## config.mk

```make
export PLATFORM = sky130hd
export DESIGN_NAME = serial_word_comparator
export DESIGN_NICKNAME = d
export VERILOG_FILES = /design/src/rtl/serial_word_comparator_pkg.sv /design/src/rtl/cmp2_slice.sv /design/src/rtl/serial_word_comparator.sv
export SDC_FILE = /design/constraint.sdc
export NUM_CORES = 1
export LEC_CHECK = 0
export CORE_MARGIN = 10
export CORE_UTILIZATION = 30
export CTS_CLUSTER_DIAMETER = 120
export DETAILED_ROUTE_END_ITERATION = 10
export SLEW_MARGIN = 20
export SYNTH_ARGS = -nofsm -noshare
export SYNTH_HDL_FRONTEND = slang
export SYNTH_SLANG_ARGS = --single-unit
```

## constraint.sdc

```tcl
create_clock -name clk -period 2.7 [get_ports clk]
set_input_delay 0.405 -clock clk [delete_from_list [all_inputs] [get_ports clk]]
set_output_delay 0.405 -clock clk [all_outputs]
set_load 0.01 [all_outputs]
```

## src/rtl/serial_word_comparator_pkg.sv

```systemverilog
// Shared types and constants for serial_word_comparator: FSM states, digit width
// and the one-hot lt/eq/gt result encoding.
package serial_word_comparator_pkg;

    typedef enum logic [1:0] {
        StIdle = 2'd0,
        StRun  = 2'd1,
        StDone = 2'd2
    } state_e;

    localparam int unsigned DigitW = 2;

    // Bit positions inside the result vector {gt, eq, lt}
    localparam int unsigned ResLtIdx = 0;
    localparam int unsigned ResEqIdx = 1;
    localparam int unsigned ResGtIdx = 2;

    localparam logic [2:0] ResNone = 3'b000;
    localparam logic [2:0] ResLt   = 3'b001;
    localparam logic [2:0] ResEq   = 3'b010;
    localparam logic [2:0] ResGt   = 3'b100;

    function automatic logic [2:0] res_unequal(input logic gt);
        return gt ? ResGt : ResLt;
    endfunction

endpackage

```

## src/rtl/cmp2_slice.sv

```systemverilog
// Purely combinational magnitude compare of two unsigned 2-bit digits.
module cmp2_slice
    import serial_word_comparator_pkg::*;
(
    input  logic [DigitW-1:0] a_i,
    input  logic [DigitW-1:0] b_i,
    output logic              lt_o,
    output logic              eq_o,
    output logic              gt_o
);

    assign lt_o = (a_i < b_i);
    assign eq_o = (a_i == b_i);
    assign gt_o = (a_i > b_i);

endmodule

```

## src/rtl/serial_word_comparator.sv

```systemverilog
// Multi-cycle unsigned comparator walking 2-bit digits MSB-first with a start/done handshake.
// Define SERIAL_CMP_EARLY_EXIT_EN to stop at the first unequal digit (data-dependent latency).
module serial_word_comparator
    import serial_word_comparator_pkg::*;
#(
    parameter int unsigned WIDTH = 8
) (
    input  logic             clk,
    input  logic             rst,
    input  logic             start,
    input  logic [WIDTH-1:0] a,
    input  logic [WIDTH-1:0] b,
    output logic             busy,
    output logic             done,
    output logic             a_lt_b,
    output logic             a_eq_b,
    output logic             a_gt_b
);

    localparam int unsigned NumDigits = WIDTH / DigitW;
    localparam int unsigned CntW      = (NumDigits > 1) ? $clog2(NumDigits) : 1;
    localparam logic [CntW-1:0] CntLoad = CntW'(NumDigits - 1);

    state_e           state_q, state_d;
    logic [WIDTH-1:0] a_sh_q, a_sh_d;
    logic [WIDTH-1:0] b_sh_q, b_sh_d;
    logic [CntW-1:0]  cnt_q, cnt_d;
    logic [2:0]       res_q, res_d;
    logic             slice_lt, slice_eq, slice_gt;
`ifndef SERIAL_CMP_EARLY_EXIT_EN
    logic             sticky_vld_q, sticky_vld_d;
    logic             sticky_gt_q, sticky_gt_d;
    logic             first_vld, first_gt;
`endif

    cmp2_slice u_cmp2_slice (
        .a_i  (a_sh_q[WIDTH-1 -: DigitW]),
        .b_i  (b_sh_q[WIDTH-1 -: DigitW]),
        .lt_o (slice_lt),
        .eq_o (slice_eq),
        .gt_o (slice_gt)
    );

    always_comb begin
        state_d = state_q;
        a_sh_d  = a_sh_q;
        b_sh_d  = b_sh_q;
        cnt_d   = cnt_q;
        res_d   = res_q;
`ifndef SERIAL_CMP_EARLY_EXIT_EN
        sticky_vld_d = sticky_vld_q;
        sticky_gt_d  = sticky_gt_q;
        // Earliest unequal digit wins, including the one on the shifter right now
        first_vld    = sticky_vld_q | ~slice_eq;
        first_gt     = sticky_vld_q ? sticky_gt_q : slice_gt;
`endif
        unique case (state_q)
            StIdle, StDone: begin
                if (start) begin
                    a_sh_d  = a;
                    b_sh_d  = b;
                    cnt_d   = CntLoad;
                    state_d = StRun;
`ifndef SERIAL_CMP_EARLY_EXIT_EN
                    sticky_vld_d = 1'b0;
                    sticky_gt_d  = 1'b0;
`endif
                end else begin
                    state_d = StIdle;
                end
            end
            StRun: begin
`ifdef SERIAL_CMP_EARLY_EXIT_EN
                if (!slice_eq) begin
                    res_d   = res_unequal(slice_gt);
                    state_d = StDone;
                end else if (cnt_q == '0) begin
                    res_d   = ResEq;
                    state_d = StDone;
                end else begin
                    a_sh_d = a_sh_q << DigitW;
                    b_sh_d = b_sh_q << DigitW;
                    cnt_d  = cnt_q - 1'b1;
                end
`else
                sticky_vld_d = first_vld;
                sticky_gt_d  = first_gt;
                if (cnt_q == '0) begin
                    res_d   = first_vld ? res_unequal(first_gt) : ResEq;
                    state_d = StDone;
                end else begin
                    a_sh_d = a_sh_q << DigitW;
                    b_sh_d = b_sh_q << DigitW;
                    cnt_d  = cnt_q - 1'b1;
                end
`endif
            end
            default: state_d = StIdle;
        endcase
    end

    always_ff @(posedge clk) begin
        if (rst) begin
            state_q <= StIdle;
            a_sh_q  <= '0;
            b_sh_q  <= '0;
            cnt_q   <= '0;
            res_q   <= ResNone;
`ifndef SERIAL_CMP_EARLY_EXIT_EN
            sticky_vld_q <= 1'b0;
            sticky_gt_q  <= 1'b0;
`endif
        end else begin
            state_q <= state_d;
            a_sh_q  <= a_sh_d;
            b_sh_q  <= b_sh_d;
            cnt_q   <= cnt_d;
            res_q   <= res_d;
`ifndef SERIAL_CMP_EARLY_EXIT_EN
            sticky_vld_q <= sticky_vld_d;
            sticky_gt_q  <= sticky_gt_d;
`endif
        end
    end

    assign busy   = (state_q == StRun);
    assign done   = (state_q == StDone);
    assign a_lt_b = res_q[ResLtIdx];
    assign a_eq_b = res_q[ResEqIdx];
    assign a_gt_b = res_q[ResGtIdx];

endmodule

```

# Word level (Yosys, flattened, before mapping)

Cells that the tools add are included.

Add/sub/neg operators: 1
$mul: 0
Divide/modulo/power cells: 0
$lt $le $gt $ge: 1
Equal/unequal tests: 6
Shifts and indexed selects: 0
Muxes and demuxes: 18
Bitwise operators: 2
Reductions and logical operators: 7

Operators by type and width:

| operator            | count |
|---|---|
| $mux 8              | 4 |
| $pmux 8 s2          | 2 |
| $pmux 2 s2          | 2 |
| $mux 2              | 3 |
| $mux 3              | 2 |
| $logic_not 2->1     | 2 |
| $ne 2x2->1 const B  | 2 |
| $pmux 1 s2          | 2 |
| $reduce_and 2->1    | 2 |
| $mux 1              | 3 |
| $reduce_and 3->1    | 1 |
| $eq 2x1->1 const B  | 1 |
| $eq 2x2->1          | 1 |
| $eq 2x2->1 const B  | 1 |
| $gt 2x2->1          | 1 |
| $ne 2x1->1 const B  | 1 |
| $reduce_bool 2->1   | 1 |
| $reduce_or 2->1     | 1 |
| $sub 2x1->2 const B | 1 |
| $not 1->1           | 1 |
| $or 1x1->1          | 1 |

Flip-flop bits (word level): 25
Bits in latches: 0
RAM bits: 0
Memory bits (read-only): 0
Input bits: 19
Word-level logic and storage cells: 42
Memories: 0

# Logic depth before layout (Yosys ltp)

Word-level depth: 4
Depth in mapped cells: 8

# Modules after synthesis

Synthesis repeated with hierarchy kept, for this count alone.

Cell total of the unflattened synthesis: 136
Area, all modules: 1146.1 µm²

By module, submodules not included:

| module                 | times used | cells an instance | area each (µm²) |
|---|---|---|---|
| serial_word_comparator | 1          | 127               | 1083.5 |
| cmp2_slice             | 1          | 9                 | 62.6 |

# Least setup slack after synthesis

No wires, ideal clock.

Path type: flip-flop to flip-flop
Start point: reg cnt_q[0]
End point: reg b_sh_q[6]
Setup time: 0.091 ns
Data arrival time: 1.415 ns
Data required time: 2.609 ns
Setup slack: 1.194 ns
Stages on the path, launching flop included: 9
Cells stage by stage: dfxtp_1 -> inv_1 -> ha_1 -> nor3b_2 -> or2_1 -> buf_6 -> buf_6 -> nor2_1 -> a311oi_1

Cells in the longest elaborated chain, start to end: 3

RTL lines:

| what                              | RTL line                      | source |
|---|---|---|
| from (decl)                       | serial_word_comparator.sv:27  | `logic [CntW-1:0] cnt_q, cnt_d;` |
| from (signal assigned)            | serial_word_comparator.sv:117 | `cnt_q <= cnt_d;` |
| $logic_not 2->1                   | serial_word_comparator.sv:88  | `if (cnt_q == '0) begin` |
| $ne 2x2->1 (no source line)       | --                            |  |
| $reduce_and 3->1 (no source line) | --                            |  |
| to (signal assigned)              | serial_word_comparator.sv:116 | `b_sh_q <= b_sh_d;` |
| to (decl)                         | serial_word_comparator.sv:26  | `logic [WIDTH-1:0] b_sh_q, b_sh_d;` |

Every way passes these cells.
A chain may end at the register's enable or synchronous reset.

# Worst setup path after layout

Start point: reg state_q[0]
End point: out busy

Cells in the longest elaborated chain, start to end: 1

RTL lines:

| what                   | RTL line                      | source |
|---|---|---|
| from (decl)            | serial_word_comparator.sv:24  | `state_e state_q, state_d;` |
| from (signal assigned) | serial_word_comparator.sv:104 | `state_q <= StIdle;` |
| from (signal assigned) | serial_word_comparator.sv:114 | `state_q <= state_d;` |
| $eq 2x1->1             | serial_word_comparator.sv:126 | `assign busy = (state_q == StRun);` |
| to (decl)              | serial_word_comparator.sv:13  | `output logic busy,` |

Every way passes these cells.

==> impl_metrics.yaml <==
global_routing:
  gr-usage-met2: 0.123
  total_global_routing_overflow: 0
  grt_most_used_layer: "met2"
  grt_start_max_net_pins: 28
  globalRouteMet1Util: 0.0913
  grt_pass1_vias: 925
  global_route_wire_length_before_repair_um: 4080
  grt_antenna_before_repair: 0
  global_route.usage.met3: 0.0200
  grtUsageTotal: 0.0783
yosys:
  synth_unique_cells: 25
  synth-seq-area-share: 0.453
  mappedNetlistArea_um2: 1100
  syn_nets: 152
  synth_area_per_cell_um2: 8.50
  number_of_enable_flip_flop_cells_after_synthesis: 0
  synth-async-reset-ratio: 0
  yosys_most_used_dff: "sky130_fd_sc_hd__dfxtp_1"
  synthesis.yosys.warnings: 0
  post_synth_inst_count: 130
  ys_seq_elements: 25
placement:
  dp.final_hpwl_um: 1870
  globalplace.congestion: 0.751
  detailedPlace.worstSlack_ns: 0.739
  dp.cells: 193
  place.port_buffers: 23
clocking:
  cts_root_buffer: "sky130_fd_sc_hd__clkbuf_8"
  cts_tree: "done"
  clock_latency_ns: 0.27
  clk_pin_slew_worst_paths_ns: 0.08
  ctsHtreeMaxLevel: 1
  ctsHoldBuffers: 0
  cts_inserted_buffers: 3
  ctsResizeCount: 0
  cts_buffer_depth: 2
  clock_sink_total: 25
  post-cts-setup-buffer-count: 0
critical_path:
  critPathLaunchType: "flip-flop"
  timing.setup.critical_path_class: "reg2out"
  cp-startpoint: "state_q[0]$_SDFFE_PP0P_"
  r2r_start: "cnt_q[0]$_SDFFE_PP0P_"
  worst_ep_required_time_ns: 2.30
  crit_slowest_cell: "sky130_fd_sc_hd__clkdlybuf4s50_1"
  reg2reg_depth: 7
  crit_path_max_fanout: 19
  timing.critical_path.to_type: "primary output"
  worst_ep_arrival_time_ns: 1.85
  r2r_end: "a_sh_q[5]$_SDFFE_PP0P_"
  crit_path_cell_trace: "or2b_4 > inv_2 > clkdlybuf4s50_1"
  timing.critical_path.slowest_cell_delay_ns: 0.61
  rrSetupSlack_ns: 0.98
final_layout:
  finalNetCount: 174
  area.growth.synth_to_final_pct: 25.7
  antenna_cells_inserted: 0
  drive_above_1_share: 0.0662
  fin_cells: 197
floorplan:
  die_height_um: 80.7
  number_of_ports_placed_on_the_die_boundary: 24
  core_area_um2: 3440
  num_rows: 21
  die_width_um: 80.7
  floorplan.initialDensity: 0.321
  design.die.area_um2: 6510
min_path:
  hold_end: "res_q[1]$_SDFFE_PP0P_"
  holdPathStages: 2
  min-delay-start: "res_q[1]$_SDFFE_PP0P_"
  hp-class: "reg2reg"
timing:
  period_needed_ns: 2.25
  grt_setup_unrepaired: "no"
  setup_total_negative_slack_ns: 0
  setup_violations: 0
  fin_skew_ns: 0.00630
  post-route-worst-setup-slack_ns: 0.449
  timing_worst_slew_pin_value_ns: 0.691
  final_hold_fails: 0
  max_freq_mhz: 444
  max_slew_margin: 0.538
  share_of_the_clock_period_used_by_the_worst_path: 0.834
  report.final.slew_viol_count: 0
power:
  total_leakage_power_nw: 0.532
  vdd_drop_max_mv: 0.197
  power.density_nw_per_um2: 596
detailed_routing:
  detail_route.drc_violations: 0
  vias: 935
  drt-wirelength-per-cell_um: 12.5
  average_via_count_per_standard_cell: 4.75
  drt_wl_total_um: 2470
  drt_iter0_drc: 32
  drtPass1Iterations: 4
  route.antenna.remaining_nets: 0
outcome:
  run_status: "finished clean"
job:
  cap_violations: 0
[cells by family after synthesis]
logic type,after synthesis,share of synthesized area
AOI/OAI and AO/OA,26,0.191
adders and majority gates,3,0.0340
buffers and inverters,15,0.0849
DFF,25,0.453
and+or+nand+nor,61,0.237
[area by class of cell]
type	count	area, um^2
Multi-Input combinational cell	90	510
Timing Repair Buffer	26	253
Sequential cell	25	500
Fill cell	352	2050
Clock buffer	4	45.0
Inverter	6	22.5
Tap cell	46	57.6
[per-layer routing]
metal | up-vias | routed length (um) | part of all wire
met5 | - | 0 | 0
met4 | 0 | 69 | 0.028
met3 | 4 | 142 | 0.058
met2 | 20 | 1080 | 0.44
met1 | 420 | 1180 | 0.48
li1 | 491 | - | -
[synthesized netlist by cell type, types with 2 or more instances]
master	instances	area, um^2
sky130_fd_sc_hd__a21oi_1	3	15.0
sky130_fd_sc_hd__a22oi_1	4	30.0
sky130_fd_sc_hd__a311oi_1	13	114
sky130_fd_sc_hd__buf_6	5	56.3
sky130_fd_sc_hd__clkbuf_1	3	11.3
sky130_fd_sc_hd__dfxtp_1	25	500
sky130_fd_sc_hd__ha_1	3	37.5
sky130_fd_sc_hd__inv_1	5	18.8
sky130_fd_sc_hd__nand2_1	28	105
sky130_fd_sc_hd__nand3_1	2	10.0
sky130_fd_sc_hd__nor2_1	23	86.3
sky130_fd_sc_hd__nor2b_1	2	12.5
sky130_fd_sc_hd__nor3_1	2	10.0
[stage by stage]
stage | utilization | area, um^2 | hold WS, ns | total power [mW]
finish | 0.403 | 1390 | 0.470 | 0.827
global placement | 0.390 | 1340 | 0.443 | 0.613
CTS | 0.403 | 1390 | 0.475 | 0.840
floorplan | - | 1100 | 0.437 | 0.563
global route | 0.403 | 1390 | 0.496 | 0.879
detailed placement | 0.390 | 1340 | 0.460 | 0.619
[worst max-delay path: cells and delay by family (launching register included)]
| family | cells | cell delay, ns |
|---|---|---|
| buffers and inverters | 2 | 0.88 |
| flip-flops | 1 | 0.35 |
| AND/OR/NAND/NOR | 1 | 0.34 |
[cell usage in the layout (no fill, tap or decap), types with 3 or more instances in the layout]
| cell type | synthesis | layout |
|---|---|---|
| sky130_fd_sc_hd__inv_1 | 5 | 5 |
| sky130_fd_sc_hd__clkbuf_8 | 0 | 3 |
| sky130_fd_sc_hd__a311oi_1 | 13 | 13 |
| sky130_fd_sc_hd__a22oi_1 | 4 | 4 |
| sky130_fd_sc_hd__nand2_1 | 28 | 28 |
| sky130_fd_sc_hd__nor2_1 | 23 | 23 |
| sky130_fd_sc_hd__buf_4 | 0 | 3 |
| sky130_fd_sc_hd__a21oi_1 | 3 | 3 |
| sky130_fd_sc_hd__ha_1 | 3 | 3 |
| sky130_fd_sc_hd__dfxtp_1 | 25 | 25 |
| sky130_fd_sc_hd__clkdlybuf4s50_1 | 0 | 23 |
[how the worst max path moves through the flow]
stage / to / slack, ns
CTS: busy / 0.44
global placement: busy / 0.74
detailed placement: busy / 0.74
finish: busy / 0.45
global route: busy / 0.36
floorplan: b_sh_q[6]$_SDFFE_PP0P_ / 1.19
[state kept, by name, indices dropped and copies added, names as in the netlist]
| signal | flops |
|---|---|
| a_sh_q | 8 |
| b_sh_q | 8 |
| res_q | 3 |
| cnt_q | 2 |
| state_q | 2 |
| sticky_gt_q | 1 |
| sticky_vld_q | 1 |
[power breakdown]
part           internal [mW]  switching, mW  leakage [nW]
combinational         0.0875         0.0968         0.303
clock                  0.105          0.114        0.0228
sequential             0.404         0.0188         0.206
No activity file was read; power rests on OpenSTA's default activity.
